**src/rtl/time_set_controller.sv**
```systemverilog
// time_set_controller: button-driven field edit sequencer with auto-repeat strobes and idle timeout
module time_set_controller #(
    parameter int unsigned HOLD_CYCLES    = 25_000_000,
    parameter int unsigned REPEAT_CYCLES  = 6_250_000,
    parameter int unsigned TIMEOUT_CYCLES = 500_000_000,
    parameter int unsigned CNT_W          = 29
) (
    input  logic       clk,
    input  logic       rst,
    input  logic       butt_change,
    input  logic       butt_increase,
    input  logic       butt_decrease,
    input  logic       sw_mode,
    output logic [2:0] field_sel,
    output logic       inc_pulse,
    output logic       dec_pulse,
    output logic       run_en,
    output logic       exit_pulse,
    output logic       led10,
    output logic       led14,
    output logic       led17
);
    typedef enum logic [1:0] {RUN, F0, F1, F2} state_t;
    localparam logic [CNT_W-1:0] ONE       = CNT_W'(1);
    localparam logic [CNT_W-1:0] CNT_MAX   = '1;
    localparam logic [CNT_W-1:0] HOLD_MAX  = CNT_W'(HOLD_CYCLES);
    localparam logic [CNT_W-1:0] REP_LAST  = CNT_W'(REPEAT_CYCLES - 1);
    localparam logic [CNT_W-1:0] IDLE_LAST = CNT_W'(TIMEOUT_CYCLES - 1);
    // button vectors: bit 0 change, bit 1 increase, bit 2 decrease
    logic [2:0] s1, s2, prev, held, edge_v;
    state_t state, state_nx;
    logic group, group_nx, edit;
    logic inc_nx, dec_nx, exit_nx;
    logic [CNT_W-1:0] hold_cnt, hold_nx, rep_cnt, rep_nx, idle_cnt, idle_nx;
    assign held   = ~s2;
    assign edge_v = ~s2 & prev;
    assign edit   = state != RUN;
    always_ff @(posedge clk) begin
        if (rst) begin
            s1         <= '1;
            s2         <= '1;
            prev       <= '1;
            state      <= RUN;
            group      <= 1'b0;
            hold_cnt   <= '0;
            rep_cnt    <= '0;
            idle_cnt   <= '0;
            inc_pulse  <= 1'b0;
            dec_pulse  <= 1'b0;
            exit_pulse <= 1'b0;
        end else begin
            s1         <= {butt_decrease, butt_increase, butt_change};
            s2         <= s1;
            prev       <= s2;
            state      <= state_nx;
            group      <= group_nx;
            hold_cnt   <= hold_nx;
            rep_cnt    <= rep_nx;
            idle_cnt   <= idle_nx;
            inc_pulse  <= inc_nx;
            dec_pulse  <= dec_nx;
            exit_pulse <= exit_nx;
        end
    end
    always_comb begin
        state_nx = state;
        group_nx = group;
        hold_nx  = '0;
        rep_nx   = '0;
        idle_nx  = '0;
        inc_nx   = 1'b0;
        dec_nx   = 1'b0;
        if (edge_v[0]) begin
            state_nx = state_t'(state + 2'd1);
            group_nx = edit ? group : sw_mode;
        end else if (edit && held == 3'b000 && idle_cnt == IDLE_LAST) begin
            state_nx = RUN;
        end else if (edit) begin
            idle_nx = held != 3'b000 ? '0 : idle_cnt == CNT_MAX ? idle_cnt : idle_cnt + ONE;
            // exactly one of inc/dec held; both held keeps everything cleared
            if (held[1] ^ held[2]) begin
                if (hold_cnt != HOLD_MAX) begin
                    hold_nx = hold_cnt + ONE;
                    inc_nx  = edge_v[1];
                    dec_nx  = edge_v[2];
                end else begin
                    hold_nx = hold_cnt;
                    rep_nx  = rep_cnt == REP_LAST ? '0 : rep_cnt + ONE;
                    inc_nx  = held[1] && rep_cnt == '0;
                    dec_nx  = held[2] && rep_cnt == '0;
                end
            end
        end
        exit_nx = edit && state_nx == RUN;
    end
    assign field_sel = edit ? {1'b0, state} + (group ? 3'd3 : 3'd0) : 3'd0;
    assign run_en    = state == RUN;
    assign led10     = state == F0;
    assign led14     = state == F1;
    assign led17     = state == F2;
endmodule

```
**config.mk**
```make
export PLATFORM = sky130hd
export DESIGN_NAME = time_set_controller
export DESIGN_NICKNAME = d
export VERILOG_FILES = /design/src/rtl/time_set_controller.sv
export SDC_FILE = /design/constraint.sdc
export NUM_CORES = 1
export LEC_CHECK = 0
export BUFFER_PORTS_ARGS = -buffer_cell sky130_fd_sc_hd__buf_2
export CAP_MARGIN = 5
export CORE_MARGIN = 10
export CORE_UTILIZATION = 60
export CTS_BUF_LIST = sky130_fd_sc_hd__clkbuf_4 sky130_fd_sc_hd__clkbuf_8 sky130_fd_sc_hd__clkbuf_16
export CTS_CLUSTER_DIAMETER = 100
export DETAILED_ROUTE_END_ITERATION = 12
export PLACE_DENSITY = 0.79
export SYNTH_ARGS = -nofsm -noshare
export SYNTH_HDL_FRONTEND = slang
export SYNTH_SLANG_ARGS = --single-unit
```
**constraint.sdc**
```tcl
create_clock -name clk -period 2.7 [get_ports clk]
set_input_delay 0.27 -clock clk [delete_from_list [all_inputs] [get_ports clk]]
set_output_delay 0.27 -clock clk [all_outputs]
set_load 0.02 [all_outputs]
```
==> impl_metrics.yaml, run 1 <==
status:
  status: "complete, no violations"
yosys:
  yosys_register_bits: 102
  ys_async_sr_fraction_pct: 0
  synth_top_cell_by_area: "sky130_fd_sc_hd__dfxtp_1"
  postSynthCellCount: 554
  number_of_enable_flip_flop_cells_after_synthesis: 0
  synth_cell_types: 50
  sequential_to_total_area_share_from_yosys_stat_pct: 42.7
  synth.cell_area_mm2: 0.00479
  synth-main-ff-cell: "sky130_fd_sc_hd__dfxtp_1"
  mappedNetlistNets: 571
  post_synth.cell_area_avg_um2: 8.64
  ys.warnings.count: 0
  synth.area.top_cells: "sky130_fd_sc_hd__dfxtp_1 (43%), sky130_fd_sc_hd__nor2_1 (7.5%), sky130_fd_sc_hd__xor2_1 (7.3%)"
  synth.top_cell.area_share_pct: 42.7
detailed_routing:
  post_drt_wl_per_cell_um: 13.9
  post_route_wl_um: 9450
  detail_route.vias_per_cell: 5.73
  drt_pass1_iterations: 5
  via_count: 3900
  detail-route-antenna-nets: 0
  detail_route.iter0.violations: 240
  drcViolationCount: 0
worst_setup_path:
  crit-reg2reg-capture: "rep_cnt[20]$_SDFF_PP0_"
  reg2regPathDepth: 8
  critPathKind: "register to register"
  arrival_ps: 2760
  cp-start-kind: "register"
  setup.reg_to_reg.worst_slack_ps: 260
  path_max_fanout: 16
  critical_path_required_ps: 3010
  worst_setup_path_end_kind: "register"
  rr_startpoint: "state[0]$_SDFF_PP0_"
sta:
  fin_tns_setup_ps: 0
  max-slew-margin-rel_pct: 50.0
  fin_crit_ps: 2440
  clock-skew-final_ps: 15.4
  unrepaired_setup_endpoints_after_global_routing: "no"
  min_period_over_period_pct: 90.5
  final_setup_violating_endpoints: 0
  hold_viol_final: 0
  final_max_slew_viol_count: 0
  max_slew.worst_pin.slew_ps: 744
  fin_worst_hold_slack_ps: 74.5
  max_clock_freq_mhz: 409
finish:
  final_common_cell: "sky130_fd_sc_hd__dfxtp_1"
  multiInputGateArea_mm2: 0.00262
  final_cell_mix: "sky130_fd_sc_hd__dfxtp_1 (102), sky130_fd_sc_hd__nor2_1 (96), sky130_fd_sc_hd__nand2_1 (42)"
  area.sequential_mm2: 0.00204
  final.fill_count: 622
  finalNetCount: 591
  finalCoreUtilization_pct: 67.4
  layout-drive-gt1-share_pct: 10.9
  num_antenna_cells: 0
  area_growth_syn_to_layout_pct: 8.86
  stdcell_area_mm2: 0.00521
cts:
  clock_tree.htree_level_count: 3
  tritoncts_clock_tree: "built"
  cts-resized-gates: 0
  cts_buffers: 9
  cts.root.buffer_cell: "sky130_fd_sc_hd__clkbuf_8"
  post_cts_buffers: 0
  postCtsHoldBufs: 0
  cts_max_path_buffers: 2
  cts_sinks: 102
  clkSlewWorstSetupHoldPaths_ps: 100
  clk_lat_worst_skew_ps: 370
pwr:
  p_leak_nw: 1.68
  power_density_mw_per_mm2: 508
  power.ir.vdd_worst_mv: 0.215
min_path:
  whs_endpoint: "s1[0]$_SDFF_PP1_"
  hold_path.class: "input port to register"
  worst_hold_path.num_cells: 2
  hold_path.startpoint: "butt_change"
floorplanning:
  floorplan.initialDensity_pct: 61.9
  floorplan_die_area_mm2: 0.0119
  fp.coreArea_mm2: 0.00773
  floorplan.io_pins: 16
  floorplan.die.height_um: 109
  row_count: 32
  die_w_um: 109
placement:
  port_buffers: 15
  hpwlAfterDp_um: 6520
  finalWeightedCongestion: 0.833
  placed_area_mm2: 0.00498
flow_run:
  timing.max_cap.violations: 0
grt:
  global_route_wire_length_before_repair_um: 16000
  grt_pass1_vias: 3644
  grt_max_degree: 32
  grt-ovfl-total: 0
  grt.total_usage_pct: 16.2
  antenna_found_initial: 0
[how the worst max path moves through the flow]
stage / start / to / slack (ps) / cells past startpoint
after floorplan: state[0]$_SDFF_PP0_ / rep_cnt[10]$_SDFF_PP0_ / 330 / 9
final: state[0]$_SDFF_PP0_ / rep_cnt[20]$_SDFF_PP0_ / 260 / 8
after global routing: state[0]$_SDFF_PP0_ / rep_cnt[20]$_SDFF_PP0_ / 100 / 8
after CTS: state[0]$_SDFF_PP0_ / rep_cnt[20]$_SDFF_PP0_ / 240 / 8
after global placement: state[0]$_SDFF_PP0_ / rep_cnt[20]$_SDFF_PP0_ / 380 / 8
after detailed placement: state[0]$_SDFF_PP0_ / rep_cnt[20]$_SDFF_PP0_ / 290 / 8
[per-stage QoR]
step	total power, mW	instances	worst slack [ps]
floorplan	1.58	554	330
global placement	1.59	665	383
detailed placement	1.59	665	286
CTS	2.67	681	241
global route	2.72	681	98.5
finish	2.65	681	256
[sequential cells by signal, summed over array words and instances (netlist names)]
name	cells
dec_pulse	1
rep_cnt	29
s2	3
exit_pulse	1
s1	3
state	2
hold_cnt	29
group	1
prev	3
idle_cnt	29
inc_pulse	1
[cell families (layout without fill, tap and decap cells)]
logic type	count (synthesis)	after routing	synth area share [%]
multiplexers	3	3	0.627
AND/OR/NAND/NOR	295	295	32.4
AO/OA/AOI/OAI	44	44	5.75
buffers and inverters	29	54	2.69
adder cells (fa/ha/maj)	11	11	3.03
XOR/XNOR	70	70	12.8
flip-flops	102	102	42.7
[final cells by class]
| class | instances | share of cell area [%] |
|---|---|---|
| clock inverters | 6 | 1.78 |
| well taps | 102 | 2.45 |
| inverters | 14 | 1.01 |
| flip-flops and latches | 102 | 39.2 |
| repair buffers | 24 | 2.74 |
| multi-input cells | 423 | 50.2 |
| clock buffers | 10 | 2.64 |
[cell usage after synthesis, types with 2 or more instances]
cell type                    n
sky130_fd_sc_hd__nor4_2      3
sky130_fd_sc_hd__nor4_1     11
sky130_fd_sc_hd__mux2i_1     3
sky130_fd_sc_hd__clkbuf_1    9
sky130_fd_sc_hd__nand2b_1    2
sky130_fd_sc_hd__dfxtp_1   102
sky130_fd_sc_hd__nor3_1     10
sky130_fd_sc_hd__nor4b_1     3
sky130_fd_sc_hd__or3_1       7
sky130_fd_sc_hd__nor2_1     96
sky130_fd_sc_hd__nand2_1    42
sky130_fd_sc_hd__inv_1      14
sky130_fd_sc_hd__or2_2       9
sky130_fd_sc_hd__buf_2       4
sky130_fd_sc_hd__ha_1       10
sky130_fd_sc_hd__a21oi_1    18
sky130_fd_sc_hd__and3_2      2
sky130_fd_sc_hd__xor2_1     40
sky130_fd_sc_hd__nand3b_1    2
sky130_fd_sc_hd__or4_1       5
sky130_fd_sc_hd__nand4_1    33
sky130_fd_sc_hd__xnor2_1    30
sky130_fd_sc_hd__a211oi_1    8
sky130_fd_sc_hd__and3_1      7
sky130_fd_sc_hd__and2_1      2
sky130_fd_sc_hd__nand3_1    40
sky130_fd_sc_hd__o21ai_0     7
sky130_fd_sc_hd__buf_6       2
sky130_fd_sc_hd__o31ai_1     3
sky130_fd_sc_hd__and4_1      4
sky130_fd_sc_hd__nor2b_1     5
sky130_fd_sc_hd__nor3_2      3
[power by group]
| group | switching, mW | internal, mW |
|---|---|---|
| Clock | 0.535 | 0.552 |
| Combinational | 0.0251 | 0.0183 |
| Sequential | 0.00475 | 1.51 |
[per-layer routing]
layer	GRT usage, %	share of wire, %	vias to the layer above
met3	3.86	3.1	15
met1	19.9	46	1861
met2	27.0	49	51
met5	0	0	-
li1	-	-	1973
met4	6.04	1.7	0
[critical path, stage by stage (launching register included)]
cell and delay, ps:
sky130_fd_sc_hd__dfxtp_1 350, sky130_fd_sc_hd__inv_1 80, sky130_fd_sc_hd__ha_1 280, sky130_fd_sc_hd__nor2_1 230, sky130_fd_sc_hd__nand3_1 170, sky130_fd_sc_hd__or4_1 600, sky130_fd_sc_hd__o21bai_1 290, sky130_fd_sc_hd__buf_4 250
sky130_fd_sc_hd__a21oi_1 130
Power figures use the tool's default switching activity.
==> inputs of run 2 (changes only) <==
- CORE_UTILIZATION: 60 -> 50
- PLACE_DENSITY: 0.79 -> 0.68
==> run 2 against run 1 <==
Against the previous run: critical path depth did not move; worst hold slack improved by 3.4 ps; sequential cell count unchanged; clock-buffer cell count is 1 higher; routed wire length is 0.16% lower; first-iteration DRC count is 12% higher; via count shrank 1.3%; sequential share of layout area is 0.066 points higher; clock power fell by 16%; cell count increased by 4.0%.
==> impl_metrics.yaml, run 2 (same netlist as run 1, synthesis figures left out) <==
status:
  status: "complete, no violations"
worst_setup_path:
  timing.critical_path.slowest_stage_cell: "sky130_fd_sc_hd__or4_1"
  max_stage_delay_ps: 690
  rr_startpoint: "state[0]$_SDFF_PP0_"
  path_max_fanout: 22
  setup.reg_to_reg.worst_slack_ps: 310
  reg2regPathDepth: 8
  crit_top_cell: "sky130_fd_sc_hd__nor2_1"
  arrival_ps: 2700
  critPathKind: "register to register"
  cp_cell_sequence: "inv_1 -> ha_1 -> nor2_1 -> nand3_1 -> or4_1 -> o21bai_1 -> buf_4 -> nor2_1"
  critical_path_required_ps: 3010
  startpoint: "state[0]$_SDFF_PP0_"
  crit_end: "rep_cnt[10]$_SDFF_PP0_"
  crit-reg2reg-capture: "rep_cnt[10]$_SDFF_PP0_"
  cp-start-kind: "register"
  worst_setup_path_end_kind: "register"
floorplanning:
  die_w_um: 118
  fp.coreArea_mm2: 0.00928
  row_count: 35
  floorplan_die_area_mm2: 0.0139
  floorplan.initialDensity_pct: 51.5
  floorplan.die.height_um: 118
  floorplan.io_pins: 16
cts:
  post_cts_buffers: 0
  cts_max_path_buffers: 2
  clkSlewWorstSetupHoldPaths_ps: 100
  clk_lat_worst_skew_ps: 380
  clock_tree.htree_level_count: 3
  cts.root.buffer_cell: "sky130_fd_sc_hd__clkbuf_8"
  cts-resized-gates: 0
  cts_buffers: 9
  cts_sinks: 102
  tritoncts_clock_tree: "built"
  postCtsHoldBufs: 0
grt:
  grt-ovfl-total: 0
  global_route_wire_length_before_repair_um: 16700
  antenna_found_initial: 0
  grt_max_degree: 32
  grt_pass1_vias: 3690
  grt.total_usage_pct: 14.0
detailed_routing:
  detail_route.vias_per_cell: 5.44
  post_drt_wl_per_cell_um: 13.3
  via_count: 3851
  detail-route-antenna-nets: 0
  detail_route.iter0.violations: 268
  post_route_wl_um: 9440
  drcViolationCount: 0
  drt_pass1_iterations: 4
finish:
  finalNetCount: 591
  biggestRegsByFlops: "hold_cnt: 29 flops, idle_cnt: 29 flops, rep_cnt: 29 flops"
  layout-drive-gt1-share_pct: 10.9
  num_antenna_cells: 0
  final_common_cell: "sky130_fd_sc_hd__dfxtp_1"
  final.fill_count: 848
  finalCoreUtilization_pct: 56.0
  area_growth_syn_to_layout_pct: 8.68
  final_cell_mix: "sky130_fd_sc_hd__dfxtp_1 (102), sky130_fd_sc_hd__nor2_1 (96), sky130_fd_sc_hd__nand2_1 (42)"
placement:
  finalWeightedCongestion: 0.841
  hpwlAfterDp_um: 6730
  port_buffers: 15
  dp_slack_ps: 313
min_path:
  hold_path.class: "input port to register"
flow_run:
  timing.max_cap.violations: 0
sta:
  max-slew-margin-rel_pct: 55.8
  post_layout_worst_setup_margin_ps: 315
  min_period_over_period_pct: 88.3
  unrepaired_setup_endpoints_after_global_routing: "no"
  final_max_slew_viol_count: 0
  clock-skew-final_ps: 16.8
  fin_crit_ps: 2390
  final_setup_violating_endpoints: 0
  hold_viol_final: 0
  fin_tns_setup_ps: 0
  max_clock_freq_mhz: 419
  max_slew.worst_pin.slew_ps: 660
pwr:
  power.ir.vdd_worst_mv: 0.388
  power_density_mw_per_mm2: 476
  total_switching_power_uw: 565
  pwr-share-seq_pct: 61.3
  p_leak_nw: 1.66
  proportion_of_power_drawn_by_the_clock_network_pct: 36.9
  power.switching_fraction_pct: 22.8
  comb_power_share_pct: 1.8
  p_int_mw: 1.91
[run 2: cell count changes in the layout (fill, tap and decap cells not counted), sizes merged]
cell	delta
inv	+1
clkinv	+1
bufinv	-2
clkinvlp	-1
clkbuf	+1
[run 2: worst min path at each step]
| stage | from | endpoint | slack [ps] | cells past startpoint |
|---|---|---|---|---|
| floorplan | butt_change | s1[0]$_SDFF_PP1_ | 370 | 1 |
| global placement | s1[1]$_SDFF_PP1_ | s2[1]$_SDFF_PP1_ | 400 | 1 |
| detailed placement | s1[0]$_SDFF_PP1_ | s2[0]$_SDFF_PP1_ | 400 | 1 |
| CTS | butt_change | s1[0]$_SDFF_PP1_ | 50 | 2 |
| global route | butt_change | s1[0]$_SDFF_PP1_ | 50 | 2 |
| finish | butt_change | s1[0]$_SDFF_PP1_ | 80 | 2 |
[run 2: cell type report]
cell class              instances  area (um2)  area share [%]
flip-flops and latches        102        2040            39.3
well taps                     129         161            3.10
repair buffers                 24         143            2.74
multi-input cells             423        2620            50.3
clock inverters                 5        42.5           0.818
clock buffers                  11         145            2.79
inverters                      14        52.6            1.01
[run 2: per-layer routing]
layer | GRT usage (%) | vias to the layer above | routed length [um] | share of wire [%]
li1 | - | 1964 | - | -
met1 | 16.1 | 1824 | 4260 | 45
met2 | 24.0 | 56 | 4780 | 51
met3 | 4.41 | 7 | 318 | 3.4
met4 | 4.71 | 0 | 79 | 0.84
met5 | 0 | - | 0 | 0
[run 2: worst max-delay path: cells and delay by family, from the launching register on]
| family | cells | cell delay (ps) |
|---|---|---|
| fa+ha+maj | 1 | 290 |
| buf+inv | 2 | 290 |
| compound gates | 1 | 220 |
| simple gates | 4 | 1180 |
| flops | 1 | 350 |
[run 2: metrics by stage]
step	power [mW]	hold slack (ps)	cells	instance area, um2
after floorplan	1.58	374	554	4790
after global placement	1.59	399	692	5010
after detailed placement	1.60	399	692	5010
after CTS	2.52	49.9	708	5200
after global routing	2.59	48.4	708	5200
final	2.48	77.9	708	5200
[run 2: power by group through the flow]
stage	Clock [mW]	Sequential, mW	Combinational, mW
after global routing	1.02	1.52	0.0505
after floorplan	0	1.55	0.0298
after detailed placement	0	1.55	0.0453
after CTS	0.954	1.52	0.0454
after global placement	0	1.55	0.0436
final	0.915	1.52	0.0446
==> inputs of run 3 (changes only) <==
- CORE_UTILIZATION: 50 -> 47
- PLACE_DENSITY: 0.68 -> 0.65
==> run 3 against run 2 <==
Against the previous run: fmax decreased by 0.41%; sequential share of layout area decreased by 0.33 points; core utilization decreased by 2.9 points; cell area increased by 0.84%.
==> impl_metrics.yaml, run 3 (same netlist as run 1, synthesis figures left out) <==
detailed_routing:
  drt_pass1_iterations: 4
  detail-route-antenna-nets: 0
  detail_route.iter0.violations: 278
  post_drt_wl_per_cell_um: 13.2
  via_count: 3870
  drcViolationCount: 0
  detail_route.vias_per_cell: 5.43
  post_route_wl_um: 9440
flow_run:
  timing.max_cap.violations: 0
cts:
  clk_lat_worst_skew_ps: 380
  clkSlewWorstSetupHoldPaths_ps: 90
  cts_sinks: 102
  tritoncts_clock_tree: "built"
  postCtsHoldBufs: 0
  post_cts_buffers: 0
  cts-resized-gates: 0
  cts.root.buffer_cell: "sky130_fd_sc_hd__clkbuf_8"
  clock_tree.htree_level_count: 3
  cts_buffers: 9
  cts_max_path_buffers: 2
floorplanning:
  fp.coreArea_mm2: 0.00986
  row_count: 36
  floorplan.die.height_um: 121
  floorplan.io_pins: 16
  floorplan_die_area_mm2: 0.0146
  die_w_um: 121
  floorplan.initialDensity_pct: 48.5
worst_setup_path:
  critical_path_required_ps: 3010
  path_max_fanout: 14
  critPathKind: "register to register"
  arrival_ps: 2710
  worst_setup_path_end_kind: "register"
  cp-start-kind: "register"
finish:
  area_growth_syn_to_layout_pct: 9.59
  final_cell_mix: "sky130_fd_sc_hd__dfxtp_1 (102), sky130_fd_sc_hd__nor2_1 (96), sky130_fd_sc_hd__nand2_1 (42)"
  final.fill_count: 924
  stdcell_area_mm2: 0.00525
  biggestRegsByFlops: "hold_cnt: 29 flops, idle_cnt: 29 flops, rep_cnt: 29 flops"
  num_antenna_cells: 0
  area.sequential_mm2: 0.00204
  finalNetCount: 593
  layout-drive-gt1-share_pct: 11.0
  final_common_cell: "sky130_fd_sc_hd__dfxtp_1"
  multiInputGateArea_mm2: 0.00262
  finalCoreUtilization_pct: 53.2
pwr:
  pwr-share-seq_pct: 58.6
  power.ir.vdd_worst_mv: 0.348
  p_total_mw: 2.59
  power_density_mw_per_mm2: 494
  comb_power_share_pct: 1.7
  proportion_of_power_drawn_by_the_clock_network_pct: 39.8
  power.switching_fraction_pct: 21.1
  total_switching_power_uw: 546
  p_leak_nw: 1.67
  p_int_mw: 2.04
grt:
  global_route_wire_length_before_repair_um: 16600
  grt_pass1_vias: 3669
  grt_max_degree: 32
  antenna_found_initial: 0
  grt.total_usage_pct: 13.5
  grt-ovfl-total: 0
sta:
  fin_tns_setup_ps: 0
  max-slew-margin-rel_pct: 56.6
  final_max_slew_viol_count: 0
  post_layout_worst_setup_margin_ps: 305
  unrepaired_setup_endpoints_after_global_routing: "no"
  max_slew.worst_pin.slew_ps: 647
  final_setup_violating_endpoints: 0
  max_clock_freq_mhz: 417
  fin_crit_ps: 2400
  clock-skew-final_ps: 13.4
  hold_viol_final: 0
  min_period_over_period_pct: 88.7
placement:
  finalWeightedCongestion: 0.838
  dp_slack_ps: 318
  placed_area_mm2: 0.00503
  hpwlAfterDp_um: 6880
  port_buffers: 15
status:
  status: "complete, no violations"
min_path:
  hold_path.class: "input port to register"
-- run 3: cell types whose count changed in the layout (fill, tap and decap cells not counted), sizes merged --
cell	delta
bufinv	+2
clkinv	-1
clkinvlp	+2
clkbuf	-2
inv	-2
buf	+2
-- run 3: path summary, 6_finish.rpt --
kind	cells after the start	slack, ps	start	endpoint
worst min-delay path	2	80	butt_change	s1[0]$_SDFF_PP1_
worst max-delay path	8	300	state[0]$_SDFF_PP0_	rep_cnt[20]$_SDFF_PP0_
worst min register to register	1	420	s1[0]$_SDFF_PP1_	s2[0]$_SDFF_PP1_
worst max register to register	8	300	state[0]$_SDFF_PP0_	rep_cnt[20]$_SDFF_PP0_
-- run 3: cell type report --
class / count / share of cell area, %
Sequential cell: 102 / 38.9
Multi-Input combinational cell: 423 / 49.9
Inverter: 14 / 1.00
Tap cell: 133 / 3.17
Timing Repair Buffer: 26 / 3.01
Clock inverter: 6 / 1.67
Clock buffer: 9 / 2.36
-- run 3: critical path, cell delays in order, from the launching register on --
cell and delay (ps):
sky130_fd_sc_hd__dfxtp_1 440, sky130_fd_sc_hd__inv_1 120, sky130_fd_sc_hd__ha_1 300, sky130_fd_sc_hd__nor2_1 230, sky130_fd_sc_hd__nand3_1 120, sky130_fd_sc_hd__or4_1 600, sky130_fd_sc_hd__o21bai_1 210, sky130_fd_sc_hd__buf_4 200
sky130_fd_sc_hd__a21oi_1 120
-- run 3: metal layers --
layer	vias up	track usage [%]	wire length [um]	part of all wire, %
li1	1975	-	-	-
met1	1838	16.3	4470	47
met2	43	22.2	4500	48
met3	14	3.44	300	3.2
met4	0	5.96	168	1.8
met5	-	0	0	0
-- run 3: per-stage QoR --
stage                     hold slack [ps]  instances
after floorplan                       374        554
after global placement                394        698
after detailed placement              396        698
after CTS                            65.7        713
after global routing                 68.3        713
final                                82.4        713
-- run 3: power groups by stage --
stage | Sequential (mW) | Combinational, mW | Clock (mW)
floorplan | 1.55 | 0.0298 | 0
global placement | 1.55 | 0.0425 | 0
detailed placement | 1.55 | 0.0436 | 0
CTS | 1.52 | 0.0438 | 1.07
global route | 1.52 | 0.0489 | 1.13
finish | 1.52 | 0.0427 | 1.03
